File: config.mk
export PLATFORM = sky130hd
export DESIGN_NAME = cacheline_adaptor
export DESIGN_NICKNAME = d
export VERILOG_FILES = /design/src/rtl/cacheline_adaptor_pkg.sv /design/src/rtl/cacheline_adaptor.sv
export SDC_FILE = /design/constraint.sdc
export NUM_CORES = 1
export LEC_CHECK = 0
export ABC_AREA = 1
export CORE_AREA = 8 8 267 269
export CTS_CLUSTER_DIAMETER = 100
export DETAILED_ROUTE_END_ITERATION = 8
export DIE_AREA = 0 0 275 277
export GPL_TIMING_DRIVEN = 0
export HOLD_SLACK_MARGIN = 0.05
export PLACE_DENSITY = 0.75
export SLEW_MARGIN = 25
export SYNTH_ARGS = -nofsm -noshare
export SYNTH_HDL_FRONTEND = slang
export SYNTH_SLANG_ARGS = --single-unit
File: constraint.sdc
create_clock -name clk -period 2.8 [get_ports clk]
set_clock_uncertainty 0.15 [all_clocks]
set_input_delay 0.56 -clock clk [delete_from_list [all_inputs] [get_ports clk]]
set_output_delay 0.56 -clock clk [all_outputs]
set_load 0.05 [all_outputs]
File: src/rtl/cacheline_adaptor_pkg.sv
// Shared types and default geometry for the cacheline/burst adaptor.
package cacheline_adaptor_pkg;

    localparam int unsigned LINE_W  = 256;
    localparam int unsigned BURST_W = 64;
    localparam int unsigned ADDR_W  = 32;
    localparam int unsigned BEATS   = LINE_W / BURST_W;
    localparam int unsigned OFFSET  = $clog2(LINE_W / 8);

    typedef enum logic [1:0] {
        IDLE,
        READ,
        WRITE,
        DONE
    } state_e;

endpackage

File: src/rtl/cacheline_adaptor.sv
// Converts one cacheline transfer into a little-endian multi-beat memory burst,
// in both read and write directions, behind the cache's hold-until-response
// pmem handshake.
module cacheline_adaptor
    import cacheline_adaptor_pkg::state_e;
#(
    parameter int unsigned LINE_W  = cacheline_adaptor_pkg::LINE_W,
    parameter int unsigned BURST_W = cacheline_adaptor_pkg::BURST_W,
    parameter int unsigned ADDR_W  = cacheline_adaptor_pkg::ADDR_W
) (
    input  logic               clk,
    input  logic               rst,

    input  logic [LINE_W-1:0]  line_i,
    output logic [LINE_W-1:0]  line_o,
    input  logic [ADDR_W-1:0]  address_i,
    input  logic               read_i,
    input  logic               write_i,
    output logic               resp_o,

    input  logic [BURST_W-1:0] burst_i,
    output logic [BURST_W-1:0] burst_o,
    output logic [ADDR_W-1:0]  address_o,
    output logic               read_o,
    output logic               write_o,
    input  logic               resp_i
);

    localparam int unsigned BEATS  = LINE_W / BURST_W;
    localparam int unsigned OFFSET = $clog2(LINE_W / 8);
    localparam int unsigned CNT_W  = (BEATS > 1) ? $clog2(BEATS) : 1;

    localparam logic [ADDR_W-1:0] ALIGN_MASK = {{(ADDR_W-OFFSET){1'b1}}, {OFFSET{1'b0}}};
    localparam logic [CNT_W-1:0]  LAST_BEAT  = CNT_W'(BEATS - 1);

    state_e              state_q, state_d;
    logic [CNT_W-1:0]    cnt_q;
    logic [ADDR_W-1:0]   addr_q;
    logic [LINE_W-1:0]   wr_line_q;
    logic [LINE_W-1:0]   rd_line_q;
    logic                last_beat;

    assign last_beat = (cnt_q == LAST_BEAT);

    // Masking the latched address keeps the memory address line-aligned and
    // stable for the whole burst, independent of what the cache drives later.
    assign address_o = addr_q & ALIGN_MASK;

    // Write data lives in its own register so a write-back never disturbs the
    // last read line still visible on line_o.
    assign line_o = rd_line_q;

    // State register.
    always_ff @(posedge clk or negedge rst) begin
        if (!rst) begin
            state_q <= cacheline_adaptor_pkg::IDLE;
        end else begin
            state_q <= state_d;
        end
    end

    // Next-state decode and per-state handshake outputs.
    always_comb begin
        state_d = state_q;
        read_o  = 1'b0;
        write_o = 1'b0;
        resp_o  = 1'b0;
        burst_o = '0;
        unique case (state_q)
            cacheline_adaptor_pkg::IDLE: begin
                if (write_i) begin
                    state_d = cacheline_adaptor_pkg::WRITE;
                end else if (read_i) begin
                    state_d = cacheline_adaptor_pkg::READ;
                end
            end
            cacheline_adaptor_pkg::READ: begin
                read_o = 1'b1;
                if (resp_i && last_beat) begin
                    state_d = cacheline_adaptor_pkg::DONE;
                end
            end
            cacheline_adaptor_pkg::WRITE: begin
                write_o = 1'b1;
                burst_o = wr_line_q[cnt_q*BURST_W +: BURST_W];
                if (resp_i && last_beat) begin
                    state_d = cacheline_adaptor_pkg::DONE;
                end
            end
            cacheline_adaptor_pkg::DONE: begin
                resp_o  = 1'b1;
                state_d = cacheline_adaptor_pkg::IDLE;
            end
            default: begin
                state_d = cacheline_adaptor_pkg::IDLE;
            end
        endcase
    end

    // Request capture, beat counting and read-line assembly.
    always_ff @(posedge clk or negedge rst) begin
        if (!rst) begin
            cnt_q     <= '0;
            addr_q    <= '0;
            wr_line_q <= '0;
            rd_line_q <= '0;
        end else begin
            unique case (state_q)
                cacheline_adaptor_pkg::IDLE: begin
                    if (write_i) begin
                        addr_q    <= address_i;
                        wr_line_q <= line_i;
                        cnt_q     <= '0;
                    end else if (read_i) begin
                        addr_q <= address_i;
                        cnt_q  <= '0;
                    end
                end
                cacheline_adaptor_pkg::READ: begin
                    if (resp_i) begin
                        rd_line_q[cnt_q*BURST_W +: BURST_W] <= burst_i;
                        cnt_q <= last_beat ? '0 : cnt_q + 1'b1;
                    end
                end
                cacheline_adaptor_pkg::WRITE: begin
                    if (resp_i) begin
                        cnt_q <= last_beat ? '0 : cnt_q + 1'b1;
                    end
                end
                default: begin
                end
            endcase
        end
    end

endmodule
Word-level counts from Yosys, hierarchy flattened
Cells that the tools add are included.
{"block": "totals", "regBits": 548, "latchBits": 0, "ram_bits": 0, "rom_bits": 0, "in_bits": 357, "out_inout_bits": 355, "mem_count": 0}
{"block": "op_classes", "n_addsub": 2, "n_mul": 0, "div_mod_pow": 0, "n_lt_le_gt_ge": 0, "eq_ne": 7, "shift": 3, "n_mux": 16, "bitwise": 0, "reduce_logical": 10}
{"operator": "$bwmux 256", "count": 1}
{"operator": "$shift 64x34->256 const A", "count": 1}
{"operator": "$shiftx 256x9->64", "count": 1}
{"operator": "$shiftx 64x34->256", "count": 1}
{"operator": "$mux 32", "count": 2}
{"operator": "$mux 64", "count": 1}
{"operator": "$neg 8->34", "count": 1}
{"operator": "$mux 2", "count": 7}
{"operator": "$reduce_and 2->1", "count": 4}
{"operator": "$eq 2x2->1 const B", "count": 3}
{"operator": "$pmux 2 s3", "count": 1}
{"operator": "$ne 2x1->1 const B", "count": 2}
{"operator": "$pmux 2 s2", "count": 1}
{"operator": "$reduce_bool 2->1", "count": 2}
{"operator": "$mux 1", "count": 3}
{"operator": "$ne 3x3->1 const B", "count": 1}
{"operator": "$reduce_and 3->1", "count": 1}
{"operator": "$add 2x1->2 const B", "count": 1}
{"operator": "$eq 2x1->1 const B", "count": 1}
{"operator": "$logic_not 2->1", "count": 1}
{"operator": "$reduce_or 2->1", "count": 1}
{"operator": "$logic_and 1x1->1", "count": 1}

Longest topological paths before layout
Gate-level depths: netlist of the first run.
{"block": "logic_depth", "word_depth": 4, "depth_mapped": 12, "mapped_depth_nobuf": 8}

Least setup slack after synthesis of the first run
OpenSTA, ideal clock, no wires.
{"block": "synth_timing", "kind": "reg-to-output", "from": "register state_q[0]", "to": "output burst_o[10]", "t_arrival_ns": 2.132, "t_required_ns": 2.090, "slack_ns": -0.042, "path_stages_with_launch": 6, "path_cell_list": "dfrtp_1 > inv_1 > ha_1 > inv_2 > clkbuf_1 > a21oi_1"}
{"block": "synth_between", "elab_chain_cells": 2}
{"element": "start: declaration", "line_no": "cacheline_adaptor.sv:36", "text": "state_e state_q, state_d;"}
{"element": "start signal: assignment", "line_no": "cacheline_adaptor.sv:56", "text": "state_q <= cacheline_adaptor_pkg::IDLE;"}
{"element": "start signal: assignment", "line_no": "cacheline_adaptor.sv:58", "text": "state_q <= state_d;"}
{"element": "$eq 2x2->1", "line_no": "cacheline_adaptor.sv:69", "text": "unique case (state_q)"}
{"element": "$mux 64", "line_no": "cacheline_adaptor.sv:69"}
{"element": "end: declaration", "line_no": "cacheline_adaptor.sv:22", "text": "output logic [BURST_W-1:0] burst_o,"}
No other way between the ends.

Final worst setup path of the first run
{"block": "layout_timing", "from": "register cnt_q[0]", "to": "output burst_o[23]"}
{"block": "layout_between", "elab_chain_cells": 2}
{"element": "start: declaration", "line_no": "cacheline_adaptor.sv:37", "text": "logic [CNT_W-1:0] cnt_q;"}
{"element": "start signal: assignment", "line_no": "cacheline_adaptor.sv:122", "text": "cnt_q <= last_beat ? '0 : cnt_q + 1'b1;"}
{"element": "start signal: assignment", "line_no": "cacheline_adaptor.sv:127", "text": "cnt_q <= last_beat ? '0 : cnt_q + 1'b1;"}
{"element": "$shiftx 256x9->64", "line_no": "cacheline_adaptor.sv:85", "text": "burst_o = wr_line_q[cnt_q*BURST_W +: BURST_W];"}
{"element": "$mux 64", "line_no": "cacheline_adaptor.sv:69"}
No other way between the ends.

==> summary.md, run 1 <==
| Metric | Value |
|---|---|
| Outcome | finished, violations left |
| Failing checks | negative setup slack |
| Fin Setup TNS | -1298 ps |
| Initial antenna violation count | 18 |
| Placement Rows | 95 |
| RSZ-0062 raised after global routing | true |
| Startpoint class of the critical path | register |
| Top_reg_cell synth | dfrtp_1 |
| Final GP Congestion | 0.9579 |
| Post-synth cell types | 22 |
| Slew margin rel. | 34.51% |
| Via count | approximately 23000 |
| Syn avg cell area | approximately 8.2 sq um |
| P_leak | between 15 and 20 nW |
| Fin nets | 4059 |
| DP Worst Slack | -882.8 ps |
| Final ANT Viol Nets | 0 |
| Drc violations | 0 |
| Die Area | around 0.076 sq mm |
| Synthesis Warnings | 0 |
| Layout cell share with drive strength beyond 1 | 17.30% |
| H-Tree Depth | 2 |
| XOR/XNOR share of the synthesized area | 0% |
| Largest family of logic cells by synthesized area | simple AND/OR/NAND/NOR gates |
| Commonest cells post-synth | nand2_1 (755), dfrtp_1 (543), inv_1 (340), a21oi_1 (320), nor2_1 (311) |
| Netlist Area Pre-Place | 0.02372 sq mm |
| Port-buffer cells | 701 |
| Power per cell area | ~1100 mW/mm^2 |
| Post-Syn Instances | 2899 |
| Congestion Overflow GR | 0 |
| Number of max-cap violations | 0 |
| Final wirelength | 103500 microns |
| Clk_lat worst skew | 610 ps |
| EDFF count, synth | 0 |
| Die width | 275 microns |
| CP Data Required Time | 2090 ps |
| Worst setup EP type | output pin |
| Setup-failing EPs final | 30 |
| Multiplexer share of the synthesized area | 0% |
| Worst slew pin tran | just under 1000 ps |
| Starting Density | 35.51% |
| TritonCTS sink count | about 540 |
| Die Span Y | roughly 280 microns |
| Min Hold Slack | 266.7 ps |
| First-pass GRT wire length | between 100000 and 150000 microns |
| Class of the worst hold path | in -> async |
| Post-synthesis compound-gate area fraction | 11.47% |
| Synth area leader | dfrtp_1 |
| DRT Pass-1 Iters | 6 |
| Fillcell total | between 5000 and 6000 |
| Max frequency | 341.5 MHz |
| Clk slew on worst S/H paths | 70 ps |
| Arr. time, crit path | 2220 ps |
| DP Cell Count | between 4000 and 5000 |
| Async S/R FF share, synth | 100.0% |
| # IOs | 712 |
| Max IR drop VDD | 0.0006322 V |
| Area contributors post-synth | dfrtp_1 (57%), nand2_1 (12%), a21oi_1 (6.8%) |
| Adder-Cell Fraction of Synth Area | 0.5275% |
| DR vias/cell | between 5 and 6 |
| Fin crit share | 104.6% |
| Area share of the largest cell type after synthesis | 57.29% |
| TritonCTS buffer count | slightly below 60 |
| Largest net degree at the start of global routing | 95 |
| Dpl hpwl | 76170 microns |
| Crit path kind | reg -> out |
| Most common cell in the synthesized netlist | nand2_1 |
| #FFs+latches synth | about 540 |
| Post-Layout Cell Count | 4621 |
| Root buffer selected by CTS | clkbuf_16 |
| Pins Over Slew Limit | 0 |
| Final Critical Period | 2928 ps |
| CP max FO | 7 |
| Sequential fraction of the synthesis area | 57.29% |
| Hold Vio Cnt, Final | 0 |
| Area growth from synthesis to layout | 55.39% |
| Total core area | 0.06680 sq mm |
| CTS Buffer Depth | 3 |
| Post-layout util | a little under three fifths |
| Drt wl/cell | 22.39 microns |
| CTS tree | done |
| Tot GR Track Use | approximately a quarter |
| DRT iter0 DRCs | 1737 |
| Synth Area in Simple Gates | 21.24% |
| Vias in the first global route | 23710 |
| PnR worst setup slack | -128.0 ps |
==> flip-flops by register name, summed over array words and instances, names as in the netlist <==
name       count
addr_q        27
state_q        2
line_o       256
wr_line_q    256
cnt_q          2
==> repair_timing <==
action / 4_1_cts / 5_1_grt
endpoints found under the setup margin: 323 / 94
gates resized for setup: 772 / 246
hold buffers: 1 / 0
setup buffers: 8 / 3
hold endpoints to repair: 53 / 0
cloned: 12 / 1
pin swaps: 48 / 54
==> logic make-up (layout without fill, tap and decap cells) <==
| family | Yosys count | count (layout) |
|---|---|---|
| AO/OA/AOI/OAI | 543 | 543 |
| adder cells (fa/ha/maj) | 10 | 10 |
| buffers and inverters | 535 | 1371 |
| flip-flops | 543 | 543 |
| other | 1 | 14 |
| AND/OR/NAND/NOR | 1267 | 1267 |
==> metrics by stage <==
stage	total power [W]	cell area, sq um
finish	0.03954	36860
global route	0.04136	36840
floorplan	0.02126	23730
global placement	0.02730	31840
detailed placement	0.02752	32010
CTS	0.03806	35750
==> where the power goes <==
group	internal, W	total, W	switching, W
registers	0.0102	0.0111	0.000886
logic	0.00680	0.0201	0.0133
clock network	0.00488	0.00828	0.00340
==> worst max-delay path: stages, from the launching register on <==
cell and delay, ps:
dfrtp_1 390, buf_12 170, clkinv_16 90, buf_16 180, buf_12 150, nand2_1 80
nand3_1 80, a21oi_2 240, buf_6 200
==> cells in the final DEF (no fill, tap or decap), drive strengths merged <==
cell	instances
dlygate4sd2	3
dfrtp	543
o21ai	223
ha	10
nand2	757
a21oi	320
clkdlybuf4s50	633
diode	9
nor3	1
clkinv	19
dlygate4sd3	1
conb	5
clkbuf	124
bufinv	7
clkinvlp	4
nand3	197
nor2	312
buf	234
inv	346
==> metal layers <==
layer / vias up / GRT usage (%) / share of wire (%)
met1: 11440 / 29.24 / 36
met5: - / 0 / 0.13
met4: 20 / 11.39 / 5.0
met3: 253 / 8.201 / 10
li1: 10660 / - / -
met2: 1089 / 43.35 / 49
==> layout make-up <==
class	count	area, sq um	area share [%]
multi-input cells	1825	9577	25.98
inverters	345	1326	3.598
clock buffers	76	1680	4.559
repair buffers	729	7729	20.97
plain buffers	190	1461	3.965
well taps	873	1092	2.964
clock inverters	31	380.4	1.032
diodes	9	22.52	0.06110
flip-flops and latches	543	13590	36.87
==> path summary, 6_finish.rpt <==
kind | startpoint | slack, ps | cells after the start | endpoint
setup / recovery | cnt_q[0] | -130 | 8 | burst_o[23]
hold / removal | rst | 270 | 2 | wr_line_q[16]
setup reg to reg | cnt_q[0] | 140 | 9 | line_o[206]
hold reg to reg | line_o[174] | 330 | 2 | line_o[174]
max in group asynchronous | rst | 500 | 5 | line_o[53]
min in group clk | line_o[174] | 330 | 2 | line_o[174]
No activity file was read; power rests on OpenSTA's default activity.
==> inputs of run 2 (changes only) <==
--- a/config.mk
+++ b/config.mk
@@ -10,6 +10,7 @@
 export CTS_CLUSTER_DIAMETER = 100
 export DETAILED_ROUTE_END_ITERATION = 8
 export DIE_AREA = 0 0 275 277
+export GPL_ROUTABILITY_DRIVEN = 0
 export GPL_TIMING_DRIVEN = 0
 export HOLD_SLACK_MARGIN = 0.05
 export PLACE_DENSITY = 0.75
==> run 2 against run 1 <==
Net effect: the run ends with design-rule violations, negative setup slack left; core utilization is 1.4 points lower; die area unchanged; combinational power down 5%; sequential share of layout area increased by 0.93 points; sequential cell count is the same; cell area fell by 2.5%; power fell by 3.7%; critical path depth is the same; via count down 0.78%; largest power group unchanged.
==> summary.md, run 2 (synthesis results as in run 1) <==
| Metric | Value |
|---|---|
| Worst slew pin tran | 921.8 ps |
| Clk_lat worst skew | 610 ps |
| Tot GR Track Use | between 20 and 30% |
| Final wirelength | 102100 microns |
| Drt wl/cell | around 22 microns |
| Fillcell total | 5908 |
| Congestion Overflow GR | 0 |
| RSZ-0062 raised after global routing | true |
| Total core area | 0.06680 sq mm |
| Post-Layout Cell Count | between 4000 and 5000 |
| Crit path kind | reg -> out |
| Initial antenna violation count | 21 |
| # IOs | 712 |
| Die Span Y | 277 microns |
| Via count | 23280 |
| Final ANT Viol Nets | 0 |
| DR vias/cell | 5.039 |
| Final Power | 0.03806 W |
| Worst setup EP type | output pin |
| Placement Rows | 95 |
| Number of max-cap violations | 0 |
| Class of the worst hold path | in -> async |
| CP max FO | 5 |
| Arr. time, crit path | 2160 ps |
| Hold Vio Cnt, Final | 0 |
| Starting Density | 35.51% |
| CP Data Required Time | 2090 ps |
| CTS Buffer Depth | 3 |
| Clk slew on worst S/H paths | 60 ps |
| Max IR drop VDD | 0.0006862 V |
| Sw Pwr | 0.01701 W |
| Largest net degree at the start of global routing | 93 |
| CTS tree | done |
| DP Cell Count | approximately 4500 |
| Commonest non-fill, non-tap cell in the layout | nand2_1 |
| H-Tree Depth | 2 |
| Max frequency | 347.8 MHz |
| Fin crit share | 102.7% |
| Failing checks | design-rule violations, negative setup slack |
| Most frequent cells in the layout | nand2_1 (688), clkdlybuf4s50_1 (633), dfrtp_1 (542) |
| Vias in the first global route | 23840 |
| Final Critical Period | 2875 ps |
| Dpl hpwl | 76210 microns |
| Die Area | 0.07618 sq mm |
| Pins Over Slew Limit | 0 |
| TritonCTS sink count | ~540 |
| Comb power frac | around half |
| PnR worst setup slack | -74.86 ps |
| Layout cell share with drive strength beyond 1 | 14.88% |
| Reg-to-reg setup timing slack | 150 ps |
| Reg power frac | 29.3% |
| TritonCTS buffer count | 59 |
| P_leak | 17.12 nW |
| First-pass GRT wire length | about 150000 microns |
| Root buffer selected by CTS | clkbuf_16 |
| Port-buffer cells | 701 |
| Fin nets | slightly above 4000 |
| DRT Pass-1 Iters | 8 |
| Power per cell area | around 1100 mW/mm^2 |
| Sw Share | between 40% and 50% |
| Slew margin rel. | 38.55% |
| Drc violations | 2 |
| Setup-failing EPs final | 9 |
| Clock Power Share | 20.6% |
| Startpoint class of the critical path | register |
| Outcome | finished, violations left |
| DRT iter0 DRCs | 2172 |
| Area growth from synthesis to layout | 51.58% |
| Internal power | roughly 0.021 W |
| Die width | approximately 280 microns |
| Fin Setup TNS | -245.0 ps |
run 2: cell count changes in the layout (fill, tap and decap cells not counted), moves of 6 or more:
| cell | delta |
|---|---|
| a21oi_1 | +11 |
| clkbuf_1 | +9 |
| nand3_1 | +33 |
| nand3_4 | -12 |
| nand3_2 | -21 |
| buf_12 | -11 |
| clkinv_2 | -6 |
| nand2_1 | +34 |
| nand2_2 | -6 |
| buf_4 | +13 |
| a21oi_2 | -6 |
| nand2_4 | -28 |
run 2: per-stage QoR:
| stage | utilization (%) | instance area (sq um) | setup slack (ps) | hold slack, ps |
|---|---|---|---|---|
| after floorplan | - | 23730 | -42.23 | 114.4 |
| after global placement | 47.67 | 31840 | -23510 | 310.6 |
| after detailed placement | 47.92 | 32010 | -884.8 | 315.2 |
| after CTS | 52.75 | 35240 | -102.1 | 254.8 |
| after global routing | 53.80 | 35940 | -145.0 | 269.9 |
| final | 53.82 | 35950 | -74.86 | 277.8 |
run 2: critical path, stage by stage (launching register included):
cell       delay (ps)
dfrtp_1           380
buf_6             160
buf_6             130
buf_6             130
clkbuf_16         160
nand2_4            70
nand3_4            70
a21oi_4           260
buf_8             190
run 2: layout make-up:
| type | instances | area, sq um | share of cell area (%) |
|---|---|---|---|
| antenna | 11 | 27.53 | 0.07656 |
| buffer | 190 | 1395 | 3.880 |
| clock buffer | 89 | 1769 | 4.921 |
| clock inverter | 19 | 177.7 | 0.4942 |
| inverter | 345 | 1313 | 3.651 |
| multi-input combinational | 1825 | 9017 | 25.08 |
| sequential | 543 | 13590 | 37.80 |
| tap | 873 | 1092 | 3.038 |
| timing repair buffer | 725 | 7572 | 21.06 |
run 2: per-layer routing:
layer	vias to the layer above	GRT usage [%]	wire length, microns
met4	24	12.22	5339
met3	289	9.220	10780
li1	10640	-	-
met1	11210	28.22	36360
met5	-	0	167
met2	1118	43.11	49420
run 2: worst paths after layout:
path                       depth (start not counted)         from             to
max                                                8     cnt_q[0]    burst_o[27]
min                                                2          rst  wr_line_q[83]
max reg2reg                                        9     cnt_q[0]     line_o[17]
min reg2reg                                        2  line_o[136]    line_o[136]
max in group asynchronous                          5          rst    line_o[173]
min in group clk                                   2  line_o[136]    line_o[136]
run 2: power by group through the flow:
stage	clock network, W	registers [W]	logic, W
after floorplan	0	0.0133	0.00798
after global placement	0	0.0112	0.0160
after detailed placement	0	0.0112	0.0163
after CTS	0.00795	0.0111	0.0181
after global routing	0.00832	0.0113	0.0203
final	0.00786	0.0111	0.0191
run 2: repair_timing:
action	CTS	global route
pin swaps	39	46
gates cloned	8	1
hold buffers	1	0
endpoints found under the setup margin	323	95
hold endpoints to repair	38	0
resized for setup	708	163
setup buffers	6	2
